[src/rtl/uart_rx.sv]
// 8N1 UART receiver: 2-flop synchronizer, mid-bit sampling, one-cycle rx_ready / framing_err pulses.
// Latency ~HALF + 9*CLKS_PER_BIT + 4 cycles from line edge to rx_ready; no backpressure, pulses are not held.
module uart_rx #(
    parameter int CLKS_PER_BIT = 100,
    parameter int CNT_W        = 16
) (
    input  logic       clk,
    input  logic       nRst,
    input  logic       rx_serial,
    output logic [7:0] rx_byte,
    output logic       rx_ready,
    output logic       framing_err,
    output logic       rx_busy
);

    localparam logic [CNT_W-1:0] HALF = CNT_W'((CLKS_PER_BIT - 1) / 2);
    localparam logic [CNT_W-1:0] LAST = CNT_W'(CLKS_PER_BIT - 1);

    typedef enum logic [2:0] {
        IDLE  = 3'd0,
        START = 3'd1,
        DATA  = 3'd2,
        STOP  = 3'd3,
        CLEAN = 3'd4
    } state_t;

    state_t           state, state_nxt;
    logic [CNT_W-1:0] cnt, cnt_nxt;
    logic [2:0]       bit_idx, bit_idx_nxt;
    logic [7:0]       shift_reg, shift_nxt;
    logic [7:0]       byte_nxt;
    logic             ready_nxt, ferr_nxt;
    logic             sync1, rx_s, rx_prev;
    logic             fall;

    // Synchronizer and previous-sample flops idle high so reset never looks like a start edge
    always_ff @(posedge clk or negedge nRst) begin
        if (!nRst) begin
            sync1   <= 1'b1;
            rx_s    <= 1'b1;
            rx_prev <= 1'b1;
        end else begin
            sync1   <= rx_serial;
            rx_s    <= sync1;
            rx_prev <= rx_s;
        end
    end

    assign fall = !rx_s && rx_prev;

    always_ff @(posedge clk or negedge nRst) begin
        if (!nRst) begin
            state       <= IDLE;
            cnt         <= '0;
            bit_idx     <= 3'd0;
            shift_reg   <= 8'h00;
            rx_byte     <= 8'h00;
            rx_ready    <= 1'b0;
            framing_err <= 1'b0;
        end else begin
            state       <= state_nxt;
            cnt         <= cnt_nxt;
            bit_idx     <= bit_idx_nxt;
            shift_reg   <= shift_nxt;
            rx_byte     <= byte_nxt;
            rx_ready    <= ready_nxt;
            framing_err <= ferr_nxt;
        end
    end

    always_comb begin
        state_nxt   = state;
        cnt_nxt     = cnt + 1'b1;
        bit_idx_nxt = bit_idx;
        shift_nxt   = shift_reg;
        byte_nxt    = rx_byte;
        ready_nxt   = 1'b0;
        ferr_nxt    = 1'b0;
        case (state)
            IDLE: begin
                cnt_nxt = '0;
                if (fall) state_nxt = START;
            end
            START: begin
                // Re-check the line mid-start-bit; a high here means the edge was a glitch
                if (cnt == HALF) begin
                    cnt_nxt = '0;
                    if (!rx_s) begin
                        state_nxt   = DATA;
                        bit_idx_nxt = 3'd0;
                    end else begin
                        state_nxt = IDLE;
                    end
                end
            end
            DATA: begin
                if (cnt == LAST) begin
                    cnt_nxt   = '0;
                    shift_nxt = {rx_s, shift_reg[7:1]};
                    if (bit_idx == 3'd7) begin
                        state_nxt   = STOP;
                        bit_idx_nxt = 3'd0;
                    end else begin
                        bit_idx_nxt = bit_idx + 3'd1;
                    end
                end
            end
            STOP: begin
                if (cnt == LAST) begin
                    cnt_nxt   = '0;
                    state_nxt = CLEAN;
                    if (rx_s) begin
                        byte_nxt  = shift_reg;
                        ready_nxt = 1'b1;
                    end else begin
                        ferr_nxt = 1'b1;
                    end
                end
            end
            CLEAN: begin
                cnt_nxt   = '0;
                state_nxt = IDLE;
            end
            default: begin
                state_nxt   = IDLE;
                cnt_nxt     = '0;
                bit_idx_nxt = 3'd0;
                shift_nxt   = 8'h00;
            end
        endcase
    end

    assign rx_busy = (state != IDLE);

endmodule

[config.mk]
export PLATFORM = sky130hd
export DESIGN_NAME = uart_rx
export DESIGN_NICKNAME = d
export VERILOG_FILES = /design/src/rtl/uart_rx.sv
export SDC_FILE = /design/constraint.sdc
export NUM_CORES = 1
export LEC_CHECK = 0
export BUFFER_PORTS_ARGS = -buffer_cell sky130_fd_sc_hd__clkbuf_2
export CAP_MARGIN = 25
export CORE_UTILIZATION = 45
export CTS_CLUSTER_DIAMETER = 80
export DETAILED_ROUTE_END_ITERATION = 16
export GPL_TIMING_DRIVEN = 0
export PLACE_DENSITY = 0.73
export RECOVER_POWER = 25
export SLEW_MARGIN = 25
export SYNTH_ARGS = -nofsm -noshare
export SYNTH_HDL_FRONTEND = slang
export SYNTH_SLANG_ARGS = --single-unit
[constraint.sdc]
create_clock -name clk -period 2.5 [get_ports clk]
set_input_delay 0.25 -clock clk [delete_from_list [all_inputs] [get_ports clk]]
set_output_delay 0.25 -clock clk [all_outputs]
set_load 0.02 [all_outputs]
==> qor.json <==
{
  "hold_class": "input pin to register",
  "syn_nets": 180,
  "drt_pass1_iterations": 4,
  "cap_viol_max_count": 0,
  "critical_path.n_buffers_inverters": 1,
  "unrepaired_setup_endpoints_after_global_routing": "false",
  "detail_placement_hpwl_um": 2590,
  "wire_length_of_the_first_global_routing_pass_um": 6280,
  "synth_seq_area_share": 0.537,
  "rows": 23,
  "period_minus_slack_ns": 2.04,
  "critPathMaxFanout": 8,
  "critical_path.top_delay_family": "simple AND/OR/NAND/NOR gates",
  "post_cts_buffers": 0,
  "worst-endpoint-required_ns": 2.68,
  "route.final.wire_length_um": 3740,
  "max_clock_freq_ghz": 0.490,
  "category_of_the_worst_setup_path_capture_point": "register",
  "cts.hold.buffers_added": 0,
  "clock_tree.htree_level_count": 2,
  "vdd_ir_drop_max_mv": 0.358,
  "maxSlewHeadroom": 0.301,
  "path_clk_slew_ns": 0.08,
  "slew_violations": 0,
  "postSynth.asyncResetShare": 1.00,
  "clkLatencyLatePin_ns": 0.30,
  "ant_nets": 0,
  "worst-endpoint-arrival_ns": 2.22,
  "synth_edf_count": 0,
  "synthesis_stage_register_bit_count": 43,
  "wl_per_cell_um": 15.3,
  "p_leak_nw": 1.05,
  "crit_type": "register to register",
  "syn-mean-instance-area_um2": 11.6,
  "crit_path_top_delay_cell": "dfrtp_1",
  "postSynthCellCount": 173,
  "gp_congestion": 0.842,
  "track_usage": 0.186,
  "synth_top_area_share": 0.498,
  "final.setup.tns_ns": 0,
  "clk_root_buffer_cell": "clkbuf_8",
  "start_util": 0.486,
  "critical_path.cell_chain": "ha_1 -> and4b_1 -> nand4_2 -> inv_2 -> nand4_4 -> mux2_2",
  "ys.warnings.count": 0,
  "final_core_util": 0.539,
  "outcome": "finished, final reports clean",
  "synth.distinct_cells": 43,
  "vias": 1382,
  "vias_in_the_first_global_route": 1343,
  "grt-ovfl-total": 0,
  "critical_path.max_stage_delay_ns": 0.41,
  "vias_per_cell": 5.64,
  "route.detailed.drc": 0,
  "top_ports": 14,
  "cts_made_buffers": 5,
  "fp.dieArea_um2": 4740,
  "grt_start_max_net_pins": 44,
  "largest_reg_flops": 16,
  "place.port_buffers": 13,
  "timing.critical_path.from_type": "register",
  "synth.top_cells.by_area": "dfrtp_1, mux2_2, nor2_1, dfstp_2, o2bb2ai_1",
  "main_synth_ff_type": "dfrtp_1",
  "tightest_slew_ns": 1.05,
  "clk_path_buf_depth": 2,
  "clock_tree_from_tritoncts": "done",
  "cellPowerDensity_nw_per_um2": 742,
  "placeable_core_region_um2": 4140,
  "area_growth_pct": 11.1,
  "clkSinkCount": 43,
  "report.final.hold_viol_count": 0,
  "antenna_found_initial": 0,
  "synth_largest_area_cell": "dfrtp_1",
  "finClkSkew_ns": 0.0109,
  "final_layout_size_suffix_gt1_frac": 0.256,
  "setup_viol_count_final": 0,
  "dieWidth_um": 68.9,
  "antenna_diode_instance_count": 0,
  "drt_first_iter_violations": 108,
  "dieHeight_um": 68.9,
  "final_min_period_over_clock_period": 0.816,
  "summed_instance_area_of_the_synthesized_netlist_um2": 2010,
  "finish.net_count": 201,
  "cts.repair.resized": 0
}
==> cell usage after synthesis (all sizes together) (3+ instances only) <==
cell type	instances
nand2	6
and4	5
nor2b	11
buf	3
nand4	3
clkbuf	3
o2bb2ai	8
nor2	22
xor2	8
xnor2	6
a22o	3
dfrtp	40
dfstp	3
ha	4
nand3	5
and3	6
a21oi	8
mux2	8
==> per-stage QoR <==
stage	area [um^2]	power [mW]	std cells	worst slack [ns]	hold slack, ns
2_1_floorplan	2010	1.13	173	0.761	-0.0456
3_3_place_gp	2140	1.21	236	0.574	0.338
3_5_place_dp	2140	1.24	236	0.474	0.344
4_1_cts	2220	1.67	244	0.443	0.0252
5_1_grt	2230	1.76	245	0.359	0.0152
6_report	2230	1.66	245	0.461	0.0342
==> routing by layer <==
| metal | global-route usage | wire length [um] | vias to the layer above |
|---|---|---|---|
| li1 | - | - | 656 |
| met1 | 0.250 | 1770 | 693 |
| met2 | 0.271 | 1770 | 27 |
| met3 | 0.0691 | 146 | 6 |
| met4 | 0.0714 | 50 | 0 |
| met5 | 0 | 0 | - |
==> placed cells by master, fill, tap and decap left out, types with 4 or more instances in the layout <==
cell type  instances
dfrtp_1           40
nor2b_1           11
mux2_2             8
clkbuf_8           5
nor2_1            22
clkbuf_2          14
nand2_1            6
xor2_1             8
a21oi_1            8
xnor2_1            6
ha_1               4
nand3_1            5
o2bb2ai_1          8
==> area by class of cell <==
type | count | area [um^2]
Clock inverter | 2 | 12.5
Clock buffer | 6 | 72.6
Inverter | 2 | 7.51
Timing Repair Buffer | 14 | 75.1
Sequential cell | 43 | 1080
Multi-Input combinational cell | 122 | 888
Buffer | 6 | 36.3
Tap cell | 50 | 62.6
Fill cell | 374 | 1910
==> report_power, final <==
| part | total (mW) | switching, mW | internal (mW) |
|---|---|---|---|
| Sequential | 0.815 | 0.0583 | 0.756 |
| Combinational | 0.416 | 0.263 | 0.153 |
| Clock | 0.428 | 0.232 | 0.195 |
| Total | 1.66 | 0.554 | 1.10 |
==> cells by family (layout without fill, tap and decap cells) <==
| logic type | Yosys count | count (layout) | share of synthesized area |
|---|---|---|---|
| buffers and inverters | 8 | 30 | 0.0218 |
| flip-flops | 43 | 43 | 0.537 |
| AND/OR/NAND/NOR | 69 | 69 | 0.205 |
| XOR/XNOR | 14 | 14 | 0.0609 |
| adder cells (fa/ha/maj) | 4 | 4 | 0.0249 |
| AO/OA/AOI/OAI | 27 | 27 | 0.106 |
| multiplexers | 8 | 8 | 0.0448 |
==> worst paths after layout <==
path	start	end	slack [ns]	cells after the start
worst min-delay path	rx_serial	sync1$_DFF_PN1_	0.03	1
worst max register to register	cnt[0]$_DFF_PN0_	rx_byte[0]$_DFFE_PN0P_	0.46	6
worst min register to register	sync1$_DFF_PN1_	rx_s$_DFF_PN1_	0.36	0
min in group asynchronous	nRst	rx_ready$_DFF_PN0_	0.67	2
max in group asynchronous	nRst	cnt[6]$_DFF_PN0_	1.18	2
worst max-delay path	cnt[0]$_DFF_PN0_	rx_byte[0]$_DFFE_PN0P_	0.46	6
(Power assumes the default switching activity.)
